--- config.mk ---
export PLATFORM = sky130hd
export DESIGN_NAME = line_sequencer
export DESIGN_NICKNAME = d
export VERILOG_FILES = /design/src/rtl/line_sequencer.sv
export SDC_FILE = /design/constraint.sdc
export NUM_CORES = 1
export LEC_CHECK = 0
export CORE_ASPECT_RATIO = 1.25
export CORE_MARGIN = 2
export CORE_UTILIZATION = 60
export CTS_CLUSTER_DIAMETER = 60
export DETAILED_ROUTE_END_ITERATION = 8
export DONT_BUFFER_PORTS = 1
export GPL_TIMING_DRIVEN = 0
export PLACE_DENSITY = 0.85
export SYNTH_ARGS = -nofsm -noshare
export SYNTH_HDL_FRONTEND = slang
export SYNTH_SLANG_ARGS = --single-unit
--- constraint.sdc ---
create_clock -name clk -period 5.2 [get_ports clk]
set_clock_uncertainty 0.05 [all_clocks]
set_input_delay 1.56 -clock clk [delete_from_list [all_inputs] [get_ports clk]]
set_output_delay 1.56 -clock clk [all_outputs]
set_load 0.005 [all_outputs]
--- src/rtl/line_sequencer.sv ---
// Frame sequencer: fetches each line from the input memory, launches the datapath,
// waits for done (with a watchdog), and writes the result to the output memory.
module line_sequencer #(
  parameter int LINE_W  = 25,
  parameter int DEPTH   = 64,
  parameter int ADDR_W  = 6,
  parameter int TIMEOUT = 1023,
  parameter int CNT_W   = 10
) (
  input  logic              clk,
  input  logic              rst,
  input  logic              go,
  input  logic              abort,
  output logic              in_ren,
  output logic [ADDR_W-1:0] in_addr,
  input  logic [LINE_W-1:0] in_rdata,
  output logic [LINE_W-1:0] dp_line,
  output logic              dp_start,
  input  logic              dp_done,
  input  logic [LINE_W-1:0] dp_result,
  output logic              out_we,
  output logic [ADDR_W-1:0] out_addr,
  output logic [LINE_W-1:0] out_wdata,
  output logic              busy,
  output logic              frame_done,
  output logic [ADDR_W-1:0] line_idx,
  output logic              timeout_err
);

  typedef enum logic [2:0] {
    S_IDLE, S_FETCH, S_WAITRD, S_LAUNCH, S_RUN, S_STORE, S_FINISH
  } state_t;

  localparam logic [ADDR_W-1:0] LAST_IDX = ADDR_W'(DEPTH - 1);
  localparam logic [CNT_W-1:0]  WD_MAX   = CNT_W'(TIMEOUT);

  state_t              state, state_nxt;
  logic [ADDR_W-1:0]   idx, idx_nxt;
  logic [CNT_W-1:0]    wdog, wdog_nxt;
  logic [LINE_W-1:0]   line_nxt;
  logic [LINE_W-1:0]   result;
  logic                terr_nxt;

  assign line_idx = idx;

  always_comb begin
    state_nxt = state;
    idx_nxt   = idx;
    wdog_nxt  = wdog;
    line_nxt  = dp_line;
    result    = '0;
    terr_nxt  = timeout_err;
    unique case (state)
      S_IDLE: begin
        if (go) begin
          idx_nxt   = '0;
          terr_nxt  = 1'b0;
          state_nxt = S_FETCH;
        end
      end
      S_FETCH:  state_nxt = S_WAITRD;
      S_WAITRD: begin
        line_nxt  = in_rdata;
        state_nxt = S_LAUNCH;
      end
      S_LAUNCH: begin
        wdog_nxt  = '0;
        state_nxt = S_RUN;
      end
      S_RUN: begin
        // done wins over an expiring watchdog in the same cycle
        if (dp_done) begin
          result    = dp_result;
          state_nxt = S_STORE;
        end else if (wdog == WD_MAX) begin
          result    = '1;
          terr_nxt  = 1'b1;
          state_nxt = S_STORE;
        end else begin
          wdog_nxt  = wdog + 1'b1;
        end
      end
      S_STORE: begin
        if (idx == LAST_IDX) begin
          state_nxt = S_FINISH;
        end else begin
          idx_nxt   = idx + 1'b1;
          state_nxt = S_FETCH;
        end
      end
      S_FINISH: begin
        if (!go) state_nxt = S_IDLE;
      end
      default:  state_nxt = S_IDLE;
    endcase
    if (abort && (state != S_IDLE)) begin
      state_nxt = S_IDLE;
      idx_nxt   = '0;
      terr_nxt  = timeout_err;
    end
  end

  // Outputs are decoded from the next state so every one of them is a flop.
  always_ff @(posedge clk) begin
    if (!rst) begin
      state       <= S_IDLE;
      idx         <= '0;
      wdog        <= '0;
      dp_line     <= '0;
      out_wdata   <= '0;
      out_addr    <= '0;
      in_addr     <= '0;
      in_ren      <= 1'b0;
      dp_start    <= 1'b0;
      out_we      <= 1'b0;
      busy        <= 1'b0;
      frame_done  <= 1'b0;
      timeout_err <= 1'b0;
    end else begin
      state       <= state_nxt;
      idx         <= idx_nxt;
      wdog        <= wdog_nxt;
      dp_line     <= line_nxt;
      timeout_err <= terr_nxt;
      in_ren      <= (state_nxt == S_FETCH);
      dp_start    <= (state_nxt == S_LAUNCH);
      out_we      <= (state_nxt == S_STORE);
      busy        <= (state_nxt != S_IDLE) && (state_nxt != S_FINISH);
      frame_done  <= (state_nxt == S_FINISH);
      if (state_nxt == S_FETCH) in_addr <= idx_nxt;
      if (state_nxt == S_STORE) begin
        out_addr  <= idx_nxt;
        out_wdata <= result;
      end
    end
  end

endmodule
Yosys cells after proc, flatten, opt, wreduce, memory -nomap -nowiden
Index checks and enable logic that the tools add are counted.
- add/subtract/negate cells: 2
- reduce and logical (&&, ||, !) cells: 9
- bitwise operators: 1
- equality and inequality tests: 17
- muxes and demuxes: 21
- operators with widths (cell ; number):
    two-way mux 25 bit ; 3
    one-hot mux 3 bit (7 select lines) ; 1
    two-way mux 10 bit ; 2
    one-hot mux 10 bit (2 select lines) ; 1
    two-way mux 3 bit ; 6
    two-way mux 6 bit ; 3
    == test 3 bit (second input constant) ; 5
    one-hot mux 6 bit (2 select lines) ; 1
    adder 10 x 1 -> 10 bit (second input constant) ; 1
    == test 10 bit (second input constant) ; 1
    == test 3 x 2 -> 1 bit (second input constant) ; 3
    != test 2 bit (second input constant) ; 4
    adder 6 x 1 -> 6 bit (second input constant) ; 1
    == test 3 x 1 -> 1 bit (second input constant) ; 2
    == test 6 bit (second input constant) ; 1
    nonzero test 3 bit ; 2
    AND reduction 5 bit ; 1
    nonzero test 2 bit ; 2
    logical NOT 3 bit ; 1
    two-way mux 1 bit ; 3
    != test 3 bit (second input constant) ; 1
    AND reduction 3 bit ; 1
    logical AND 1 bit ; 2
    one-hot mux 1 bit (2 select lines) ; 1
    NOT 1 bit ; 1
- bits of input ports: 55
- output and inout bits: 74
- logic and storage cells: 63
- flip-flop bits (word level): 87

Longest topological paths before layout
- word-level depth: 7
- mapped depth: 8
- mapped depth without buffers: 6

Worst setup path before layout
No wires, ideal clock.
- path kind: input port to flip-flop
- from: input port dp_done
- to: register wdog[3]
- data arrival time: 2887 ps
- slack: 2203 ps
- stages: 5
- buffers on the path: 1
- required time: 5091 ps
- library setup time: 59 ps
- cell sequence: or4b_1 > buf_2 > o21a_1 > or4_1 > nand2_1
- word-level cells in the longest chain between the ends: 2
- ends and longest elaborated chain (what ; line ; text):
    start: declaration ; 19 ; input logic dp_done,
    != test 2 bit (no source line) ; n/a ;
    AND reduction 3 bit (no source line) ; n/a ;
    end signal: assignment ; 122 ; wdog <= wdog_nxt;
    end: declaration ; 39 ; logic [CNT_W-1:0] wdog, wdog_nxt;
Every way passes these cells.
A chain may end at the register's enable or synchronous reset.

Worst setup path after layout
- from: input port dp_done
- to: register out_wdata[20]
- word-level cells in the longest chain between the ends: 4
- elaborated cells between the ends (all ways): 6
- those cells by class: eq/ne: 1; mux: 5
- ends and longest elaborated chain (what ; line ; text):
    two-way mux 3 bit ; 72 ; if (dp_done) begin
    one-hot mux 3 bit (7 select lines) ; 53 ; unique case (state)
    two-way mux 3 bit ; 96 ; if (abort && (state != S_IDLE)) begin
    == test 3 bit ; 131 ; if (state_nxt == S_STORE) begin
    end signal: assignment ; 133 ; out_wdata <= result;
    end: declaration ; 23 ; output logic [LINE_W-1:0] out_wdata,
Parallel ways exist; a longest one is shown, timed or not.

==> metrics.csv <==
stage,metric,value,unit
run_status,status,finished clean,
synth,synth_edf_count,0,
grt,grt_util_met2,40.94,%
place,io_buffers,0,
timing,period_share,54.45,%
route,drt_iter0_markers,214,
floorplanning,rows,32,
synth,async_flop_share,0,%
synth,synth-seq-cells,87,
route,vias,3229,
cts,path_clk_slew,90,ps
cts,cts-root-buf,clkbuf_8,
cts,clockBufferDepth,2,
floorplanning,ioPinCount,129,
grt,grt_max_degree,17,
synth,ys.flop_type,dfxtp_1,
layout,post-route-cell-area,4105,sq um
layout,diodes,0,
synth,synth_warnings,0,
synth,synth.avg_cell_area,8.622,sq um
layout,fin_util,67.01,%
worst_setup_path,cp-end-kind,register,
cts,cts-resized-gates,0,
grt,first_global_vias,2941,
place,dp_hpwl,6259,microns
timing,tightestPinTransition,566.1,ps
pwr,p_leak,1.729,nW
route,ant_nets,0,
synth,synth_common_cells,"105 x nand2_1, 87 x dfxtp_1, 35 x a21oi_1, 25 x a21boi_0, 25 x o211a_1",
timing,fin_ws,2368,ps
timing,min_period,2832,ps
timing,hold_viol_final,0,
worst_setup_path,worstSetupPathType,in2reg,
worst_setup_path,crit_fanout,10,
timing,finalSetupViolCount,0,
timing,slew_violations,0,
worst_setup_path,crit_chain,or4b_1 -> buf_2 -> nor4_4 -> buf_6 -> a21oi_1 -> nand2_1 -> o211a_1,
grt,top_usage_layer,met2,
layout,area.growth.synth_to_final,8.212,%
layout,drive_above_1_share,8.553,%
floorplanning,start_util,61.93,%
worst_setup_path,cp_num_buf_inv,2,
cts,cts_buffers,9,
timing,fin_tns_setup,0,ps
worst_setup_path,max_stage_delay,450,ps
floorplanning,die_x,75.12,microns
floorplanning,fp.coreArea,6126,sq um
cts,post_cts_buffers,0,
worst_setup_path,r2r_slack,2800,ps
cts,cts_tree,done,
timing,max_clock_freq,353.2,MHz
cts,clock-sinks,87,
synth,syn-cell-area,3794,sq um
cts,worstSkewPairLatency,360,ps
synth,ys_types,56,
cts,cts_hold_buf,0,
synth,syn-num-nets,497,
worst_setup_path,cpMaxStageDelayCell,or4b_1,
synth,yosysMostFrequentCell,nand2_1,
grt,grt_util_met1,26.38,%
place,gp_congestion,0.8611,
layout,nNetsFinal,508,
floorplanning,die_y,92.90,microns
worst_setup_path,cp-start-kind,input pin,
hold_path,hp-class,reg2reg,
route,vias_per_cell,5.969,
place,dpl-instance-area,3900,sq um
synth,synthCells,440,
run,maxCapViolCount,0,
pwr,power.density,299.6,nW/um^2
worst_setup_path,crit_family,simple AND/OR/NAND/NOR gates,
worst_setup_path,required,5470,ps
synth,yosys-top-cells-area,"dfxtp_1 46%, nand2_1 10%, o211a_1 6.6%, a21boi_0 4.9%, a21oi_1 4.6%",
place,pre_cts_ws,2001,ps
pwr,max-vdd-ir-drop,0.1582,mV
floorplanning,die_area,6979,sq um
grt,grt-ovfl-total,0,
worst_setup_path,crit_arrival,3100,ps
route,dr.pass1.iters,5,
grt,grtUsageTotal,24.39,%
synth,ys_seq_area_share,45.91,%
grt,met3_usage,7.835,%
grt,grt_pass1_wl,13280,microns
synth,synth_top_area_share,45.91,%
route,routed_wl,8405,microns
grt,antenna_found_initial,0,
timing,slew_headroom,61.73,%
route,wl_per_cell,15.54,microns
route,drt_drc_violations_left,0,
synth,synth_top_cell_by_area,dfxtp_1,
cts,ctsHtreeMaxLevel,3,
pwr,p_total,1.230,mW
timing,rsz0062_at_grt,false,
[worst paths after layout]
| check | cells after the start | from | endpoint |
|---|---|---|---|
| worst max-delay path | 7 | dp_done | out_wdata[20] |
| worst min-delay path | 2 | dp_line[15] | dp_line[15] |
| worst max register to register | 7 | line_idx[0] | in_addr[2] |
| worst min register to register | 2 | dp_line[15] | dp_line[15] |
[metal layers]
layer,vias up,part of all wire (%),wire (microns)
li1,1563,-,-
met1,1480,38,3222
met2,158,49,4101
met3,28,9.7,818
met4,0,3.1,262
met5,-,0,0
[worst register-to-register path, delay by kind of cell, from the launching register on]
family	cells	cell delay [ps]
and+or+nand+nor	2	640
muxes	1	230
adders and majority gates	1	310
DFF	1	500
AOI/OAI and AO/OA	2	440
buffers and inverters	1	170
[placed cells by master, fill, tap and decap left out, types with 4 or more instances in the layout]
| cell | n |
|---|---|
| a211oi_1 | 5 |
| o211a_1 | 25 |
| inv_1 | 8 |
| buf_6 | 4 |
| nand2_1 | 105 |
| dfxtp_1 | 87 |
| a21boi_0 | 25 |
| or3_1 | 5 |
| nor2_1 | 17 |
| nor3_1 | 6 |
| clkbuf_1 | 17 |
| and2_1 | 5 |
| a21oi_1 | 35 |
| nor2b_1 | 4 |
| o21ai_0 | 9 |
| mux2i_1 | 5 |
| nand3_1 | 7 |
| buf_2 | 14 |
| clkbuf_8 | 9 |
[registers in the layout (all words and copies together), names as in the netlist]
name and cells:
out_addr 6, frame_done 1, timeout_err 1, dp_line 25, out_wdata 25, in_ren 1, in_addr 6, dp_start 1
wdog 10, state 3, busy 1, line_idx 6, out_we 1
[stage by stage]
stage,hold slack (ps),instances
detailed placement,427.7,525
global placement,418.4,525
CTS,440.2,541
floorplan,394.7,440
finish,434.3,541
global route,451.7,541
[report_power, final]
group,leakage (nW),internal [mW],total (mW),switching [mW]
combinational,0.926,0.0255,0.0676,0.0421
sequential,0.702,0.675,0.682,0.00650
clock,0.101,0.231,0.481,0.249
[area by class of cell]
type	count	area [sq um]
well taps	85	106.4
plain buffers	35	182.7
flip-flops and latches	87	1742
fillers	491	2021
clock inverters	6	77.57
clock buffers	10	127.6
inverters	8	30.03
multi-input cells	310	1839
[cells by family (layout without fill, tap and decap cells)]
group | count (synthesis) | in the layout | synth area share, %
and+or+nand+nor | 171 | 171 | 20.94
AOI/OAI and AO/OA | 129 | 129 | 24.87
DFF | 87 | 87 | 45.91
buffers and inverters | 43 | 59 | 5.607
muxes | 5 | 5 | 1.319
xor gates and xnor gates | 3 | 3 | 0.6927
adders and majority gates | 2 | 2 | 0.6595
Power figures use the tool's default switching activity.
